<file path="src/rtl/plms_adapt_ctrl.sv">
// plms_adapt_ctrl
// Sequencer and weight-bank owner for the 8-element complex linear combiner
// of the PLMS beamformer. Holds 8 complex weights, applies saturating PLMS
// increments during a training run of n_train accepted updates, then freezes
// them. The host may write single weights while not training.
//
// Ports
//   clk, rst            clock, asynchronous active-high reset
//   start, n_train      begin a training run of n_train updates (IDLE/HOLD only)
//   abort               end the current run early, keep weights, no done
//   wr_en/addr/data     host single-weight write {wI, wQ}, index 0 is w1
//   x_valid             snapshot valid at combiner input
//   dw_valid, dw        increment vector {dw1I,dw1Q,...,dw8I,dw8Q}
//   w14, w58            packed weight buses {w1I,w1Q,...,w4I,w4Q} / {w5I..w8Q}
//   y_valid             x_valid delayed LC_LAT cycles
//   training, done      run in progress / one-cycle completion pulse
//   upd_cnt             updates applied in current or last run (saturating)
//   wr_err              one-cycle pulse for a host write rejected in TRAIN
module plms_adapt_ctrl #(
    parameter int DW     = 18,
    parameter int LC_LAT = 2,
    parameter int CNT_W  = 16
) (
    input  logic               clk,
    input  logic               rst,
    input  logic               start,
    input  logic [CNT_W-1:0]   n_train,
    input  logic               abort,
    input  logic               wr_en,
    input  logic [2:0]         wr_addr,
    input  logic [2*DW-1:0]    wr_data,
    input  logic               x_valid,
    input  logic               dw_valid,
    input  logic [16*DW-1:0]   dw,
    output logic [8*DW-1:0]    w14,
    output logic [8*DW-1:0]    w58,
    output logic               y_valid,
    output logic               training,
    output logic               done,
    output logic [CNT_W-1:0]   upd_cnt,
    output logic               wr_err
);

    typedef enum logic [1:0] {S_IDLE, S_TRAIN, S_HOLD} state_t;

    state_t                 r_state;
    logic signed [DW-1:0]   r_wc [16];   // component c: weight c/2, I when c even
    logic [CNT_W-1:0]       r_upd;
    logic [CNT_W-1:0]       r_target;
    logic                   r_training;
    logic                   r_done;
    logic                   r_wr_err;
    logic [LC_LAT-1:0]      r_vpipe;

    logic signed [DW-1:0]   w_sum [16];
    logic [CNT_W-1:0]       w_upd_inc;
    logic [3:0]             w_idx_i;
    logic [3:0]             w_idx_q;

    function automatic logic signed [DW-1:0] sat_add(
        input logic signed [DW-1:0] a,
        input logic signed [DW-1:0] b
    );
        logic signed [DW:0] s;
        s = {a[DW-1], a} + {b[DW-1], b};
        // Top two bits disagree only on overflow; the carry-out bit gives the sign.
        if (s[DW] != s[DW-1])
            sat_add = s[DW] ? {1'b1, {(DW-1){1'b0}}} : {1'b0, {(DW-1){1'b1}}};
        else
            sat_add = s[DW-1:0];
    endfunction

    always_comb begin
        for (int unsigned c = 0; c < 16; c++) begin
            w_sum[c] = sat_add(r_wc[c], dw[(16-c)*DW-1 -: DW]);
        end
    end

    always_comb begin
        w14 = '0;
        w58 = '0;
        for (int unsigned c = 0; c < 8; c++) begin
            w14[(8-c)*DW-1 -: DW] = r_wc[c];
            w58[(8-c)*DW-1 -: DW] = r_wc[c+8];
        end
    end

    assign w_upd_inc = (&r_upd) ? r_upd : r_upd + {{(CNT_W-1){1'b0}}, 1'b1};
    assign w_idx_i   = {wr_addr, 1'b0};
    assign w_idx_q   = {wr_addr, 1'b1};

    always_ff @(posedge clk or posedge rst) begin
        if (rst) begin
            r_state    <= S_IDLE;
            r_upd      <= '0;
            r_target   <= '0;
            r_training <= 1'b0;
            r_done     <= 1'b0;
            r_wr_err   <= 1'b0;
            for (int unsigned c = 0; c < 16; c++) r_wc[c] <= '0;
        end else begin
            r_done   <= 1'b0;
            r_wr_err <= 1'b0;
            case (r_state)
                S_IDLE, S_HOLD: begin
                    // A write in the same cycle as start lands before training begins.
                    if (wr_en) begin
                        r_wc[w_idx_i] <= wr_data[2*DW-1:DW];
                        r_wc[w_idx_q] <= wr_data[DW-1:0];
                    end
                    if (start) begin
                        if (n_train != '0) begin
                            r_state    <= S_TRAIN;
                            r_training <= 1'b1;
                            r_upd      <= '0;
                            r_target   <= n_train;
                        end else begin
                            r_done <= 1'b1;
                        end
                    end
                end
                S_TRAIN: begin
                    if (wr_en) r_wr_err <= 1'b1;
                    if (abort) begin
                        r_state    <= S_HOLD;
                        r_training <= 1'b0;
                    end else if (dw_valid) begin
                        for (int unsigned c = 0; c < 16; c++) r_wc[c] <= w_sum[c];
                        r_upd <= w_upd_inc;
                        if (w_upd_inc == r_target) begin
                            r_state    <= S_HOLD;
                            r_training <= 1'b0;
                            r_done     <= 1'b1;
                        end
                    end
                end
                default: begin
                    r_state    <= S_IDLE;
                    r_training <= 1'b0;
                end
            endcase
        end
    end

    always_ff @(posedge clk or posedge rst) begin
        if (rst) begin
            r_vpipe <= '0;
        end else begin
            r_vpipe[0] <= x_valid;
            for (int unsigned i = 1; i < LC_LAT; i++) r_vpipe[i] <= r_vpipe[i-1];
        end
    end

    assign y_valid  = r_vpipe[LC_LAT-1];
    assign training = r_training;
    assign done     = r_done;
    assign upd_cnt  = r_upd;
    assign wr_err   = r_wr_err;

endmodule
</file>
<file path="config.mk">
export PLATFORM = sky130hd
export DESIGN_NAME = plms_adapt_ctrl
export DESIGN_NICKNAME = d
export VERILOG_FILES = /design/src/rtl/plms_adapt_ctrl.sv
export SDC_FILE = /design/constraint.sdc
export NUM_CORES = 2
export LEC_CHECK = 0
export BUFFER_PORTS_ARGS = -buffer_cell sky130_fd_sc_hd__buf_2
export CAP_MARGIN = 20
export CORE_AREA = 2 2 258 260
export DETAILED_ROUTE_END_ITERATION = 12
export DIE_AREA = 0 0 260 262
export GPL_TIMING_DRIVEN = 0
export HOLD_SLACK_MARGIN = 0.06
export PLACE_DENSITY = 0.73
export SLEW_MARGIN = 20
export SYNTH_ARGS = -nofsm -noshare
export SYNTH_HDL_FRONTEND = slang
export SYNTH_SLANG_ARGS = --single-unit
</file>
<file path="constraint.sdc">
create_clock -name clk -period 14.3 [get_ports clk]
set_input_delay 2.86 -clock clk [delete_from_list [all_inputs] [get_ports clk]]
set_output_delay 2.86 -clock clk [all_outputs]
set_load 0.01 [all_outputs]
</file>
==> impl_summary.txt <==
----------------------------------------------------
[Floorplan]
  DIE HEIGHT ... ~260 um
  Floorplan die area ... around 0.068 mm2
  Horizontal extent of the die ... between 200 and 300 um
  Effective utilization at floorplan ... 0.438
  Ports ... around 660
  Placeable core area ... roughly 0.065 mm2
  Standard-cell row count ... between 90 and 100

[Synthesis]
  Top-area cell type share of the netlist area ... 0.286
  Post-synth ARST share ... 1.00
  Warnings from Yosys ... 0
  Flops & latches, synth ... between 300 and 400
  Synthesized netlist net count ... roughly 4,000
  Register area share after synthesis ... 0.286
  Synth Instances ... approximately 3,400
  Leading post-synthesis cells by cell area ... dfrtp_1 (29%), ha_1 (14%), nor2_1 (5.4%)
  Cell taking the most area after synthesis ... dfrtp_1
  Average footprint of a synthesized cell ... about 8.5 um2
  Dominant register cell in the synthesized netlist ... dfrtp_1
  Syn Std Cell Area ... 0.0286 mm2
  Number of flops mapped to enable cells by yosys ... 0
  Cell variety after synth ... 88

[Hold path]
  Hold crit path type ... reg -> reg
  Cells on Worst Hold Path ... 0
  Beginning of the worst hold path ... r_vpipe[0]
  Terminating pin of the worst hold path ... r_vpipe[1]

[Power]
  Maximum vdd drop ... 0.129 mV
  Static Leak ... roughly 17 nW
  Power spent charging and discharging nets ... about 4.6 mW
  Internal power summed over all cells ... 4.43 mW
  Pwr Total ... 9.00 mW
  Pwr/cell area ... between 200 and 300 mW/mm2
  Part of the power in the clock network ... 0.129
  Switching Share ... 0.508
  Portion of total power attributed to combinational logic ... 0.670
  Proportion of power drawn by flip-flops and latches ... 0.201

[Critical path]
  Crit path capture type ... flip-flop
  Required time reported for the critical path endpoint ... around 15 ns
  Largest fanout on the critical path ... 10
  Worst reg-to-reg setup slack ... ~9.2 ns
  Startpoint-to-endpoint class of the critical path ... in -> reg
  Reg2reg end ... w58[9]
  Data arrival time at the worst-slack endpoint ... approximately 7.6 ns
  Length in cells of the worst reg-to-reg path ... 17
  Startpoint of the lowest-slack register-to-register path ... w58[1]
  Critical Path Source Type ... input pin

[STA]
  Highest achievable clock rate ... roughly 140 MHz
  Post-route setup slack ... about 7.2 ns
  Endpoints failing hold ... 0
  RSZ-0062 raised after global routing ... no
  Final clock skew ... between 0.015 and 0.02 ns
  Minimum clock period after layout ... around 7.1 ns
  Total setup violations reported at the end of the flow ... 0
  Minimum hold slack ... around 0.37 ns
  Max-slew headroom ... 0.171
  Total count of max-transition violations in the final report ... 0
  Total negative slack ... 0 ns
  Pin slew with the least headroom to its limit ... 1.24 ns
  Final worst path period share ... 0.496

[Global route]
  Number of antenna violations at the first check in global routing ... 25
  Largest net degree at the start of global routing ... between 90 and 100
  First-pass GRT wire length ... approximately 180,000 um
  Overall routing resource usage ... 0.343
  Via count of the first global-routing pass ... about 28,000
  Total congestion overflow ... 0

[Routing]
  Initial detailed-routing violation count ... between 2,000 and 3,000
  Routed Antenna Nets ... 0
  Total wire length ... between 100,000 and 150,000 um
  Wire length per cell after detailed routing ... roughly 24 um
  Vias ... about 30,000
  Via-to-Cell Ratio ... between 6 and 7
  DRC errors left ... 0
  First-pass iteration count of the detailed router ... 6

[Place]
  Number of placed instances, taps included ... ~4,900
  Post-DP HPWL ... around 95,000 um
  Setup Slack @ Placement ... about 6.7 ns
  Cell Area, Placed ... ~0.033 mm2
  Buffers on Ports ... 657
  Routability Congestion ... 0.973

[Layout]
  Number of nets at the end of the flow ... ~4,800
  Synth-to-layout area growth ... 21.3%
  Filler-free cell count of the finished design ... about 5,000
  Layout Utilization ... 0.531
  Proportion of layout cells with a drive suffix above 1 ... 0.205
  Count of filler cells inserted in the layout ... around 6,200
  Post-layout instance area ... ~0.035 mm2

[CTS]
  Clk sink count ... 327
  CTS root buf ... clkbuf_16
  Insertion delay to the later sink of the worst-skew pair ... roughly 0.57 ns
  Total number of H-tree levels ... 2
  Post-CTS setup buffer count ... 0
  Total of cells resized after clock tree synthesis ... 0
  Clock tree from TritonCTS ... built
  CTS Hold Bufs ... 0
  Inserted Clock Buffers ... 42
  Maximum root-to-sink buffer count ... 3
  Clock-pin slew on the worst setup and hold paths ... approximately 0.060 ns

[Flow run]
  Count of max-cap constraint violations ... 0

[Status]
  Outcome ... complete, no violations

----------------------------------------------------
[worst max-delay path by stage]
stage,to,start,slack [ns]
floorplan,done,rst,2.39
global placement,w58[93],rst,-2.12
detailed placement,w58[5],dw[1],6.75
CTS,w58[5],dw[1],7.34
global route,w58[10],dw[0],6.85
finish,w58[9],dw[1],7.21
[registers in the layout, indices dropped and copies added, names as in the netlist, 2 cells and up]
name      cells
r_state       2
r_target     16
r_vpipe       2
upd_cnt      16
w14         144
w58         144
[layout make-up]
type                       count  area (um2)  area share
clock inverter                18         225     0.00650
buffer                       130         541      0.0156
multi-input combinational   2832       19600       0.565
clock buffer                  58        1250      0.0362
tap                          864        1080      0.0312
sequential                   327        8180       0.236
antenna                       27        67.6     0.00195
inverter                      89         342     0.00985
timing repair buffer         662        3400      0.0980
[Yosys cell counts, types with 7 or more instances]
cell / count
inv_1: 87
or2_2: 12
o21bai_1: 26
mux2_2: 20
o21ai_1: 33
o31ai_1: 68
clkbuf_1: 96
a41oi_1: 7
a211oi_1: 43
fa_1: 16
nand3_1: 40
and2_1: 14
a21oi_1: 238
and3_1: 22
nor2_1: 410
a211o_1: 17
xor2_1: 125
nand2b_1: 39
o21a_1: 58
nand4_1: 16
dfrtp_1: 327
nand2_1: 270
a22oi_1: 12
nor3b_1: 10
buf_2: 14
o221ai_1: 10
a21o_1: 94
o21ai_0: 297
a22o_1: 147
nor2b_1: 24
o2111ai_1: 8
or3_1: 12
a31oi_1: 37
a31o_2: 8
nor3_1: 49
nor4_1: 15
o22ai_1: 55
buf_1: 13
ha_1: 319
o211ai_1: 7
o41ai_1: 11
o311ai_0: 15
xnor2_1: 123
[cells by family after synthesis]
logic type | Yosys count | synth area share
compound gates | 1266 | 0.298
fa+ha+maj | 335 | 0.151
mux | 26 | 0.00998
xor+xnor | 248 | 0.0760
flops | 327 | 0.286
simple gates | 957 | 0.148
buf+inv | 219 | 0.0304
[power by group through the flow]
stage	combinational [mW]	clock, mW	sequential [mW]
after floorplan	4.02	0	1.84
after global placement	5.83	0	1.79
after detailed placement	5.90	0	1.80
after CTS	5.93	1.17	1.79
after global routing	6.63	1.21	1.84
final	6.03	1.16	1.81
[metal layers]
layer | vias to the layer above | wire length (um) | part of all wire | GRT usage
li1 | 14011 | - | - | -
met1 | 14581 | 49600 | 0.41 | 0.449
met2 | 1463 | 55000 | 0.45 | 0.546
met3 | 308 | 10300 | 0.085 | 0.0600
met4 | 6 | 6480 | 0.053 | 0.171
met5 | - | 39 | 0.00032 | 0
[worst max-delay path: stages]
cell and delay (ns):
buf_2 0.12, ha_1 0.30, a21o_1 0.15, a21o_1 0.22
a2111oi_2 0.44, o22ai_1 0.17, o41ai_2 0.37, o21ai_0 0.21
a21o_1 0.22, a21oi_2 0.18, xnor2_1 0.09, ha_1 0.27
buf_1 0.38, clkinv_1 0.41, o21ai_1 0.52, buf_2 0.33
o22ai_1 0.13, o21ai_0 0.18
[layout by cell type, fill, tap and decap left out, types with 40 or more instances in the layout]
master     netlist  final
a22o_1         147    147
nor3_1          49     49
o21ai_0        297    297
clkbuf_1        96     97
xor2_1         125    125
nand2_1        270    270
nor2_1         410    395
xnor2_1        123    123
o21a_1          58     58
o22ai_1         55     55
buf_2           14    671
a21oi_1        238    238
inv_1           87     86
o31ai_1         68     68
a211oi_1        43     43
clkbuf_16        0     45
nand3_1         40     40
dfrtp_1        327    327
ha_1           319    319
a21o_1          94     94
No activity file was read; power rests on OpenSTA's default activity.
